--- config.mk ---
export PLATFORM = sky130hd
export DESIGN_NAME = ins_loader
export DESIGN_NICKNAME = d
export VERILOG_FILES = /design/src/rtl/ins_loader_pkg.sv /design/src/rtl/ins_loader_byte_packer.sv /design/src/rtl/ins_loader.sv
export SDC_FILE = /design/constraint.sdc
export NUM_CORES = 1
export LEC_CHECK = 0
export CORE_AREA = 5 5 83 85
export CTS_CLUSTER_DIAMETER = 200
export DETAILED_ROUTE_END_ITERATION = 12
export DIE_AREA = 0 0 88 90
export GPL_ROUTABILITY_DRIVEN = 0
export PLACE_DENSITY = 0.84
export SLEW_MARGIN = 40
export SYNTH_ARGS = -nofsm -noshare
export SYNTH_HDL_FRONTEND = slang
export SYNTH_HIERARCHICAL = 1
export SYNTH_SLANG_ARGS = --single-unit
--- constraint.sdc ---
create_clock -name clk -period 2.1 [get_ports clk]
set_input_delay 0.42 -clock clk [delete_from_list [all_inputs] [get_ports clk]]
set_output_delay 0.42 -clock clk [all_outputs]
set_load 0.03 [all_outputs]
--- src/rtl/ins_loader_pkg.sv ---
// Shared constants and state encoding for the boot-time instruction loader.
// The default geometry matches the datapath's instruction memory.
package ins_loader_pkg;

    localparam int DEF_ADDR_W     = 5;
    localparam int DEF_DEPTH      = 2 ** DEF_ADDR_W;
    localparam int BYTES_PER_WORD = 4;
    localparam int IDX_W          = $clog2(BYTES_PER_WORD);

    typedef enum logic [1:0] {
        ST_IDLE,
        ST_LOAD,
        ST_WRITE,
        ST_RUN
    } state_t;

endpackage

--- src/rtl/ins_loader_byte_packer.sv ---
// Packs a byte stream MSB-first into 32-bit words; word_full strobes on the
// accept that completes a word.
module ins_loader_byte_packer
    import ins_loader_pkg::*;
(
    input  logic        clk,
    input  logic        rst,
    input  logic        accept,
    input  logic        clear,
    input  logic [7:0]  byte_in,
    output logic [31:0] word,
    output logic        word_full
);

    logic [IDX_W-1:0] idx_reg;
    logic [31:0]      shift_reg;
    logic [31:0]      shift_next;

    // Each lane takes the byte from the lane below; the newest byte enters at [7:0],
    // so after four accepts the first byte sits in [31:24].
    genvar gi;
    generate
        for (gi = 0; gi < BYTES_PER_WORD; gi++) begin : g_lane
            if (gi == 0) begin : g_low
                assign shift_next[7:0] = byte_in;
            end else begin : g_up
                assign shift_next[gi*8 +: 8] = shift_reg[(gi-1)*8 +: 8];
            end
        end
    endgenerate

    assign word      = shift_reg;
    assign word_full = accept && (idx_reg == IDX_W'(BYTES_PER_WORD - 1));

    always_ff @(posedge clk or posedge rst) begin
        if (rst) begin
            idx_reg   <= '0;
            shift_reg <= '0;
        end else begin
            if (clear) begin
                idx_reg <= '0;
            end else if (accept) begin
                idx_reg <= idx_reg + 1'b1;
            end
            if (accept) begin
                shift_reg <= shift_next;
            end
        end
    end

endmodule

--- src/rtl/ins_loader.sv ---
// Boot loader: streams bytes into the instruction memory word by word, holding
// the CPU in reset until the requested number of words has been written.
module ins_loader
    import ins_loader_pkg::*;
#(
    parameter int ADDR_W = DEF_ADDR_W,
    parameter int DEPTH  = DEF_DEPTH
) (
    input  logic              clk,
    input  logic              RST,
    input  logic              start,
    input  logic [ADDR_W:0]   word_count,
    input  logic [7:0]        byte_in,
    input  logic              byte_valid,
    output logic              byte_ready,
    output logic              InsWrEN,
    output logic [ADDR_W-1:0] InsWrAddr,
    output logic [31:0]       InsDataIn,
    output logic              cpu_nRST,
    output logic              busy,
    output logic              done
);

    localparam logic [ADDR_W:0] DEPTH_C = (ADDR_W + 1)'(DEPTH);

    state_t            state_reg, state_next;
    logic [ADDR_W:0]   count_reg, count_next;
    logic [ADDR_W:0]   written_reg, written_next;
    logic [ADDR_W-1:0] wr_addr_reg, wr_addr_next;
    logic [ADDR_W:0]   start_count;
    logic              accept, clear, word_full;
    logic [31:0]       word;

    // The written counter is one bit wider than the address so a full-depth load
    // terminates without the address ever wrapping.
    assign start_count = (word_count > DEPTH_C) ? DEPTH_C : word_count;

    ins_loader_byte_packer u_packer (
        .clk       (clk),
        .rst       (RST),
        .accept    (accept),
        .clear     (clear),
        .byte_in   (byte_in),
        .word      (word),
        .word_full (word_full)
    );

    always_ff @(posedge clk or posedge RST) begin
        if (RST) begin
            state_reg   <= ST_IDLE;
            count_reg   <= '0;
            written_reg <= '0;
            wr_addr_reg <= '0;
        end else begin
            state_reg   <= state_next;
            count_reg   <= count_next;
            written_reg <= written_next;
            wr_addr_reg <= wr_addr_next;
        end
    end

    always_comb begin
        state_next   = state_reg;
        count_next   = count_reg;
        written_next = written_reg;
        wr_addr_next = wr_addr_reg;
        accept       = 1'b0;
        clear        = 1'b0;
        case (state_reg)
            ST_IDLE, ST_RUN: begin
                if (start) begin
                    count_next   = start_count;
                    written_next = '0;
                    clear        = 1'b1;
                    state_next   = (start_count == '0) ? ST_RUN : ST_LOAD;
                end
            end
            ST_LOAD: begin
                accept = byte_valid;
                if (word_full) begin
                    wr_addr_next = written_reg[ADDR_W-1:0];
                    state_next   = ST_WRITE;
                end
            end
            ST_WRITE: begin
                written_next = written_reg + 1'b1;
                clear        = 1'b1;
                state_next   = (written_next == count_reg) ? ST_RUN : ST_LOAD;
            end
            default: state_next = ST_IDLE;
        endcase
    end

    // Outputs are decoded from registered state; the packer keeps the last word
    // visible on InsDataIn while running.
    assign byte_ready = (state_reg == ST_LOAD);
    assign InsWrEN    = (state_reg == ST_WRITE);
    assign InsWrAddr  = wr_addr_reg;
    assign InsDataIn  = word;
    assign cpu_nRST   = (state_reg == ST_RUN);
    assign done       = (state_reg == ST_RUN);
    assign busy       = (state_reg == ST_LOAD) || (state_reg == ST_WRITE);

endmodule
# Word level (Yosys, flattened, before mapping)
# Cells that the tools add are included.
# op_classes
addsub,2
order_cmp,1
eq_ne,7
n_mux,13
reduce_logical,11
# ops
operator,count
$mux 2,6
$mux 6,2
$pmux 6 s2,1
$reduce_and 2->1,4
$add 6x1->6 const B,1
$eq 2x2->1 const B,3
$eq 6x6->1,1
$gt 6x6->1 const B,1
$logic_not 6->1,1
$pmux 2 s3,1
$reduce_bool 2->1,2
$add 2x1->2 const B,1
$eq 2x1->1 const B,1
$logic_not 2->1,1
$mux 1,2
$ne 2x1->1 const B,1
$ne 2x2->1 const B,1
$pmux 1 s2,1
$reduce_or 2->1,1
$logic_and 1x1->1,1
$logic_or 1x1->1,1
# totals
register_bits,53
input_bits,18
out_inout_bits,42
elab_cells,40

# Logic depth before layout (Yosys ltp)
# Gate-level depths: netlist (run 1).
# logic_depth
word_depth,6
mapped_depth,10
depth_no_buf,8

# By module
# Netlist (run 1), hierarchy kept.
# modules_own_cells
mod,n_inst,cells_per_inst,area_per_inst_um2,seq_area_each_um2
ins_loader_byte_packer,1,77,1432.6,850.8
ins_loader,1,128,1173.6,475.5

# Least setup slack after synthesis (run 1)
# OpenSTA, ideal clock, no wires.
# synth_path
path_type,reg-to-reg
start,register state_reg[1]
end,register state_reg[1]
setup_time_ns,0.066
arrival_time_ns,2.112
required_time_ns,2.034
slack_ns,-0.077
path_stages_with_launch,11
path_buffers,2
period_less_slack_ns,2.177
cell_sequence,dfrtp_1 -> inv_1 -> ha_1 -> and2_1 -> buf_6 -> buf_12 -> and2_1 -> o21ai_0 -> and2_1 -> a311oi_1 -> a31o_1
# synth_via
elab_chain_len,5
word_cells_on_any_way,11
cone_classes,eq/ne (5); mux (2); reduce/logical (4)
# synth_lines
item,line_no,rtl
start: declaration,ins_loader.sv:26,"state_t state_reg, state_next;"
start signal: assignment,ins_loader.sv:55,state_reg <= state_next;
$eq 2x1->1,n/a,
net byte_ready,ins_loader.sv:15,"output logic byte_ready,"
$mux 1,ins_loader.sv:69,case (state_reg)
net accept,ins_loader.sv:31,"logic accept, clear, word_full;"
$logic_and 1x1->1,ins_loader_byte_packer.sv:33,assign word_full = accept && (idx_reg == IDX_W'(BYTES_PER_WORD - 1));
net word_full,ins_loader.sv:31,
$ne 2x1->1 (no source line),n/a,
$reduce_and 2->1 (no source line),n/a,
# The timed path passes the listed nets, and every way through them passes these cells.
# A chain may end at the register's enable or synchronous reset.

# Worst setup path in the final report (run 1)
# layout_path
start,register state_reg[0]
end,output done
# layout_via
elab_chain_len,1
# layout_lines
item,line_no,rtl
$eq 2x2->1,ins_loader.sv:101,assign done = (state_reg == ST_RUN);
end: declaration,ins_loader.sv:21,output logic done
# Every way passes these cells.

==> impl_results.md, run 1 <==
* Status: completed
* First-pass GRT wire length at 8180 um
* Worst EP required at 1.68 ns
* Post-synth top area cell: dfrtp_1
* Ys async rst share at 100%
* Die Wd at 88 um
* CTS tree: built
* Final setup TNS at 0 ns
* Die area at 0.00792 sq mm
* Synth Register Bits at 53
* Crit path capture type: output port
* Fill count at 519
* Synth Instances at 205
* Period utilisation layout at 95.2%
* Clock-pin slew on the worst setup and hold paths at 0.09 ns
* Clk pwr share at 10.2%
* CTS Buffer Depth at 2
* Min Tclk post-route at 2.00 ns
* Relative slew slack at 70.0%
* Top-area cell type share of the netlist area at 50.9%
* Drt total wl at 5050 um
* Largest register FFs at 32
* Syn_area_per_cell at 12.7 sq um
* Register Area at 0.00133 sq mm
* Vias in the first global route at 1712
* Prevailing post-synth register cell: dfrtp_1
* Crit path max fanout at 5
* Post-Syn Area at 0.00261 sq mm
* Most frequent cell after synthesis: dfrtp_1
* Multi-input logic area at 0.00114 sq mm
* IO Pins at 60
* Post-synthesis sequential area ratio at 50.9%
* Maximum VDD drop at 0.930 mV
* Count of input and output buffers at 59
* Sw frac at 41.0%
* CTS sink count at 53
* Psw at 2160 uW
* Core area at 0.00613 sq mm
* Distinct cells, synth at 40
* Seq pwr share at 33.7%
* Inserted Diodes at 0
* Iteration-0 DRC Markers at 66
* DRT antenna net count at 0
* Clock root buffer: clkbuf_8
* Final Hold Violating Endpoints at 0
* Pre-Repair DR Iteration Count at 5
* DP HPWL at 3800 um
* Vias/cell at 5.10
* Initial Util at 42.5%
* Post-synth top cells: dfrtp_1, mux2_4, o21ai_0
* P&R area growth vs syn at 27.9%
* Synth area leaders: dfrtp_1, mux2_4, mux2_2
* Gate power share at 56.1%
* Final net count at 291
* Final Core Density at 54.4%
* Clk_lat worst skew at 0.29 ns
* GRT overflow at 0
* Number of synthesized flops with an enable pin at 0
* Postcts setup bufs at 0
* Die H at 90 um
* Least-Margin Pin Slew at 0.451 ns
* Power per cell area at 1580 mW/mm^2
* Endpoints failing setup at 0
* Post-detailed-route DRC marker count at 0
* Share of cells above drive strength 1 at 22.0%
* Largest net degree at the start of global routing at 35
* Routed len/inst at 14.6 um
* Synth Warn # at 6
* Lkg Pwr at 0.00146 uW
* Critical path class: reg2out
* DR vias at 1761
* CTS Buf Count at 5
* RSZ-0062 raised after global routing: no
* Initial antenna violation count at 0
* # Max-Cap Violations at 0
* Crit start category: register
* Max Freq at 500 MHz
* Gr usage total at 12.8%
* Row cnt at 29
* Worst hold path type: in2async
* Syn_nets at 229
* Final Max Slew Viols at 0
* Worst hold slack at 0.478 ns
* Crit path DAT at 1.58 ns
* Layout Skew at 0.00202 ns
* Internal Power at 3110 uW
* Htree depth at 2
routing by layer:
metal  part of all wire [%]  vias to the layer above  track usage, %  wire length, um
met5                      0                        -               0                0
met3                    8.4                        2            3.84              425
li1                       -                      841               -                -
met1                     42                      855            16.6             2130
met4                   0.26                        0            2.69               13
met2                     49                       63            21.1             2480
area by class of cell:
| class | instances | area share (%) |
|---|---|---|
| Sequential cell | 53 | 39.8 |
| Multi-Input combinational cell | 133 | 34.3 |
| Timing Repair Buffer | 66 | 19.6 |
| Tap cell | 77 | 2.89 |
| Clock buffer | 7 | 2.29 |
| Inverter | 8 | 0.901 |
| Clock inverter | 1 | 0.225 |
metrics by stage:
step / worst slack [ns] / cell area (sq um) / total power (uW) / std cells
global placement: 0.0870 / 3250 / 4700 / 337
detailed placement: 0.0312 / 3250 / 4780 / 337
floorplan: 0.0388 / 2610 / 3770 / 205
global route: 0.00168 / 3330 / 5580 / 345
finish: 0.101 / 3330 / 5270 / 345
CTS: 0.0538 / 3330 / 5340 / 345
path summary, 6_finish.rpt:
kind / startpoint / slack [ns] / to / cells past startpoint
worst min-delay path: RST / 0.48 / InsWrAddr[2] / 3
max in group asynchronous: RST / 1.25 / u_packer/word[11] / 3
worst max-delay path: state_reg[0] / 0.10 / done / 2
worst min register to register: InsWrAddr[2] / 0.50 / InsWrAddr[2] / 2
worst max register to register: written_reg[0] / 0.16 / state_reg[1] / 6
min in group clk: InsWrAddr[2] / 0.50 / InsWrAddr[2] / 2
worst max-delay path, cell delays in order, from the launching register on:
cell             delay, ns
dfrtp_1               0.43
ha_1                  0.19
clkdlybuf4s50_1       0.67
cell usage in the layout (no fill, tap or decap), types with 6 or more instances in the layout:
cell type        instances
dfrtp_1                 53
nor2_1                  10
nand2b_1                 6
inv_1                    8
nand2_1                 13
mux2_4                  27
mux2_2                  10
clkdlybuf4s50_1         55
buf_4                    7
o21ai_0                 16
cells by family (layout without fill, tap and decap cells):
family	Yosys count	in the layout	share of synthesized area, %
DFF	53	53	50.9
and+or+nand+nor	51	51	10.7
muxes	38	38	20.3
AOI/OAI and AO/OA	32	32	7.83
buffers and inverters	19	82	5.43
adders and majority gates	6	6	2.88
xor gates and xnor gates	6	6	2.02
power groups by stage:
stage                     combinational [uW]  sequential [uW]  clock, uW
after floorplan                         1410             2360          0
after global placement                  2920             1780          0
after detailed placement                2980             1800          0
after CTS                               2980             1790        574
after global routing                    3120             1840        612
final                                   2950             1780        539
repair_timing:
| action | in CTS | in global routing |
|---|---|---|
| hold buffers | 0 | 0 |
| endpoints found under the setup margin | 2 | 3 |
| resized for setup | 2 | 2 |
Power figures use the tool's default switching activity.
==> run 2: changes to the inputs <==
REMOVE_ABC_BUFFERS = 1   (was default)
==> impl_results.md, run 2 (synthesis gave the netlist of run 1 again) <==
* Htree depth at 2
* Max Freq at 508 MHz
* IO Pins at 60
* Final Max Slew Viols at 0
* Final Core Density at 54.9%
* Largest delay share family, worst path: buffers and inverters
* Status: completed
* Initial Util at 42.5%
* Count of input and output buffers at 59
* CTS Hold Bufs at 0
* Largest register FFs at 32
* RR Endpoint: state_reg[1]
* Final Hold Violating Endpoints at 0
* Inserted Diodes at 0
* Initial antenna violation count at 0
* Lkg Pwr at 0.00149 uW
* Slowest cell on the critical path: dfrtp_1
* Vias/cell at 5.22
* Clock-pin slew on the worst setup and hold paths at 0.10 ns
* Die area at 0.00792 sq mm
* Crit path capture type: output port
* Routed len/inst at 16.1 um
* Row cnt at 29
* Top Layer Used: met4
* Dpl cells at 335
* CTS Buf Count at 5
* Reg2Reg Depth at 8
* Iteration-0 DRC Markers at 45
* M1 WL at 2350 um
* Worst hold slack at 0.278 ns
* Period utilisation layout at 93.7%
* CP Buf/Inv Count at 2
* Vias in the first global route at 1882
* Clock root buffer: clkbuf_8
* CTS Buffer Depth at 2
* # Max-Cap Violations at 0
* Die Wd at 88 um
* Largest net degree at the start of global routing at 35
* First-pass GRT wire length at 9340 um
* Min Tclk post-route at 1.97 ns
* Register Area at 0.00133 sq mm
* Share of cells above drive strength 1 at 22.2%
* PnR Total Power at 5510 uW
* Gr usage total at 14.8%
* Reg2reg setup slack at 0.19 ns
* Die H at 90 um
* Maximum VDD drop at 1.01 mV
* Relative slew slack at 71.2%
* Crit start category: register
* Crit path max fanout at 6
* Clk_lat worst skew at 0.31 ns
* CTS tree: built
* R2r startpoint: state_reg[1]
* Multi-input logic area at 0.00116 sq mm
* Placed cell areas at 0.00323 sq mm
* Worst hold path type: in2async
* Met3 routed WL at 439 um
* Pre-Repair DR Iteration Count at 4
* Crit path DAT at 1.55 ns
* Final instance area at 0.00337 sq mm
* Met2 wire length at 2660 um
* Endpoints failing setup at 0
* Post-detailed-route DRC marker count at 0
* CTS sink count at 53
* P&R area growth vs syn at 29.1%
* GRT overflow at 0
* Final net count at 289
* Drt total wl at 5540 um
* Commonest non-fill, non-tap cell in the layout: clkdlybuf4s50_1
* Final std cells w/o fill at 343
* Critical path class: reg2out
* Least-Margin Pin Slew at 0.428 ns
* Postcts setup bufs at 0
* DP HPWL at 4000 um
* Most frequent cells in the layout: clkdlybuf4s50_1, dfrtp_1, mux2_4
* Power per cell area at 1640 mW/mm^2
* Core area at 0.00613 sq mm
* Layout Skew at 0.0131 ns
* DR vias at 1791
* Fill count at 532
* Max stage delay on crit path at 0.44 ns
* DRT antenna net count at 0
* CP Cell Sequence: inv_1 -> ha_1 -> dlygate4sd2_1
* Worst EP required at 1.68 ns
==> run 2: cell types whose count changed in the layout (fill, tap and decap cells not counted), moves of 2 or more <==
cell,delta
inv_6,+2
clkbuf_1,-2
buf_4,-2
ha_2,-2
==> run 2: timing repair <==
action	4_1_cts	5_1_grt
setup endpoints to repair	3	3
pin swaps	0	0
gates resized for setup	3	5
==> run 2: layout make-up <==
type                       instances  share of cell area (%)
sequential                        53                    39.4
multi-input combinational        133                    34.5
timing repair buffer              64                    18.9
tap                               77                    2.86
clock buffer                       5                    2.04
clock inverter                     3                    1.41
inverter                           8                   0.892
==> run 2: worst max path at each step <==
stage,to,depth (start not counted),slack [ns],startpoint
after CTS,done,2,0.01,state_reg[0]
after floorplan,state_reg[1],8,-1.05,state_reg[1]
after detailed placement,state_reg[1],7,0.06,byte_valid
after global placement,state_reg[1],7,0.12,byte_valid
final,byte_ready,3,0.13,state_reg[1]
after global routing,state_reg[1],8,-0.004,state_reg[1]
==> run 2: report_power, final <==
part           leakage [uW]  internal (uW)  switching (uW)
registers          0.000663           1440             357
clock network     0.0000591            364             363
logic              0.000763           1440            1550
==> run 2: layer usage <==
metal / up-vias / global-route usage [%]
met1: 888 / 19.0
met2: 61 / 23.2
li1: 832 / -
met3: 10 / 5.58
met4: 0 / 4.22
met5: - / 0
==> run 2: worst register-to-register path: cells and delay by family (launching register included) <==
family	cells	cell delay, ns
flip-flops	1	0.43
adder cells (fa/ha/maj)	1	0.25
AO/OA/AOI/OAI	3	0.48
AND/OR/NAND/NOR	3	0.56
buffers and inverters	1	0.09
==> run 2: metrics by stage <==
stage	worst slack, ns	setup TNS [ns]
finish	0.133	0
CTS	0.0128	0
global placement	0.119	0
detailed placement	0.0621	0
global route	-0.00398	-0.00398
floorplan	-1.05	-24.58
==> run 3: changes to the inputs <==
RECOVER_POWER = 50   (was default)
SETUP_SLACK_MARGIN = 0.5   (was default)
==> impl_results.md, run 3 (synthesis gave the netlist of run 1 again) <==
* Inserted Diodes at 0
* Die Wd at 88 um
* CTS sink count at 53
* Lkg Pwr at 0.00167 uW
* Psw at 2470 uW
* Final instance area at 0.00361 sq mm
* Internal Power at 3390 uW
* Die area at 0.00792 sq mm
* Power per cell area at 1620 mW/mm^2
* Gate power share at 57.2%
* Die H at 90 um
* # Max-Cap Violations at 0
* Post-detailed-route DRC marker count at 0
* Count of input and output buffers at 59
* Clk_lat worst skew at 0.31 ns
* Min Tclk post-route at 1.81 ns
* Max Freq at 552 MHz
* Multi-input logic area at 0.00123 sq mm
* Iteration-0 DRC Markers at 42
* Largest register FFs at 32
* Commonest non-fill, non-tap cell in the layout: dfrtp_1
* Crit start category: register
* Clk pwr share at 12.4%
* Relative slew slack at 28.9%
* Largest net degree at the start of global routing at 35
* Vias/cell at 5.32
* CTS Buf Count at 5
* Drt total wl at 6460 um
* Routed len/inst at 17.7 um
* Most frequent cells in the layout: dfrtp_1, mux2_4, dlygate4sd2_1
* CTS tree: built
* Worst EP required at 2.31 ns
* Share of cells above drive strength 1 at 33.4%
* CTS Buffer Depth at 2
* Least-Margin Pin Slew at 1.07 ns
* Clock root buffer: clkbuf_8
* Endpoints failing setup at 0
* DR vias at 1936
* DP HPWL at 4000 um
* Final std cells w/o fill at 364
* P&R area growth vs syn at 38.7%
* Period utilisation layout at 86.2%
* Status: completed
* RSZ-0062 raised after global routing: yes
* PnR Total Power at 5870 uW
* Final Core Density at 58.9%
* Fill count at 515
* Maximum VDD drop at 0.976 mV
* Final Max Slew Viols at 0
* Clock-pin slew on the worst setup and hold paths at 0.10 ns
* Critical path class: reg2reg
* Register Area at 0.00133 sq mm
* Sw frac at 42.1%
* GRT overflow at 0
* Worst hold path type: in2async
* DRT antenna net count at 0
* Crit path max fanout at 12
* Initial Util at 42.5%
* Crit path DAT at 2.02 ns
* Placed cell areas at 0.00323 sq mm
* Initial antenna violation count at 0
* Seq pwr share at 30.4%
* Dpl cells at 335
* Vias in the first global route at 2112
* First-pass GRT wire length at 10100 um
* Row cnt at 29
* Htree depth at 2
* Final net count at 310
* Crit path capture type: register
* Pre-Repair DR Iteration Count at 4
* Reg2reg setup slack at 0.29 ns
* Layout Skew at 0.0125 ns
* IO Pins at 60
* Core area at 0.00613 sq mm
* Gr usage total at 16.1%
* Final Hold Violating Endpoints at 0
## run 3: cell count changes in the layout (fill, tap and decap cells not counted), moves of 5 or more
cell and change:
clkbuf_1 +5, clkdlybuf4s15_1 +12, clkdlybuf4s50_1 -38, buf_4 +11, buf_6 +7, dlygate4sd2_1 +19
## run 3: cell type report
class	instances	share of cell area, %
Sequential cell	53	36.8
Multi-Input combinational cell	133	34.1
Timing Repair Buffer	85	22.4
Tap cell	77	2.67
Clock buffer	5	1.90
Clock inverter	3	1.32
Inverter	8	0.900
## run 3: worst paths after layout
path	startpoint	end	cells after the start
worst max-delay path	state_reg[0]	count_reg[5]	5
worst min-delay path	RST	u_packer/idx_reg[1]	2
worst max register to register	state_reg[0]	count_reg[5]	5
worst min register to register	InsWrAddr[4]	InsWrAddr[4]	1
max in group asynchronous	RST	written_reg[0]	3
min in group clk	InsWrAddr[4]	InsWrAddr[4]	1
## run 3: critical path: stages (launching register included)
cell and delay (ns):
dfrtp_1 0.43, inv_2 0.05, ha_1 0.37, buf_4 0.20, nand2_1 0.27, mux2_2 0.38
## run 3: per-stage QoR
| step | setup WS [ns] | hold WS [ns] | setup TNS, ns |
|---|---|---|---|
| detailed placement | 0.0621 | 0.476 | 0 |
| global placement | 0.119 | 0.466 | 0 |
| CTS | 0.319 | 0.278 | 0 |
| finish | 0.289 | 0.415 | 0 |
| floorplan | -1.05 | 0.371 | -24.58 |
| global route | 0.190 | 0.435 | 0 |
## run 3: timing repair
item	in CTS	in global routing
cloned	0	2
hold buffers	0	0
pin swaps	7	1
hold endpoints to repair	0	0
buffers inserted	15	4
endpoints found under the setup margin	95	36
resized for setup	86	33
## run 3: power by group through the flow
stage	clock network (uW)	registers, uW	logic, uW
final	725	1790	3360
after global routing	790	1860	3560
after CTS	744	1780	3180
after detailed placement	0	1800	2960
after global placement	0	1770	2910
after floorplan	0	2360	1320
## run 3: per-layer routing
metal | share of wire [%] | wire, um | global-route usage, %
met1 | 40 | 2590 | 19.8
met2 | 50 | 3240 | 25.4
met3 | 7.2 | 463 | 5.21
met4 | 2.5 | 163 | 6.91
met5 | 0 | 0 | 0
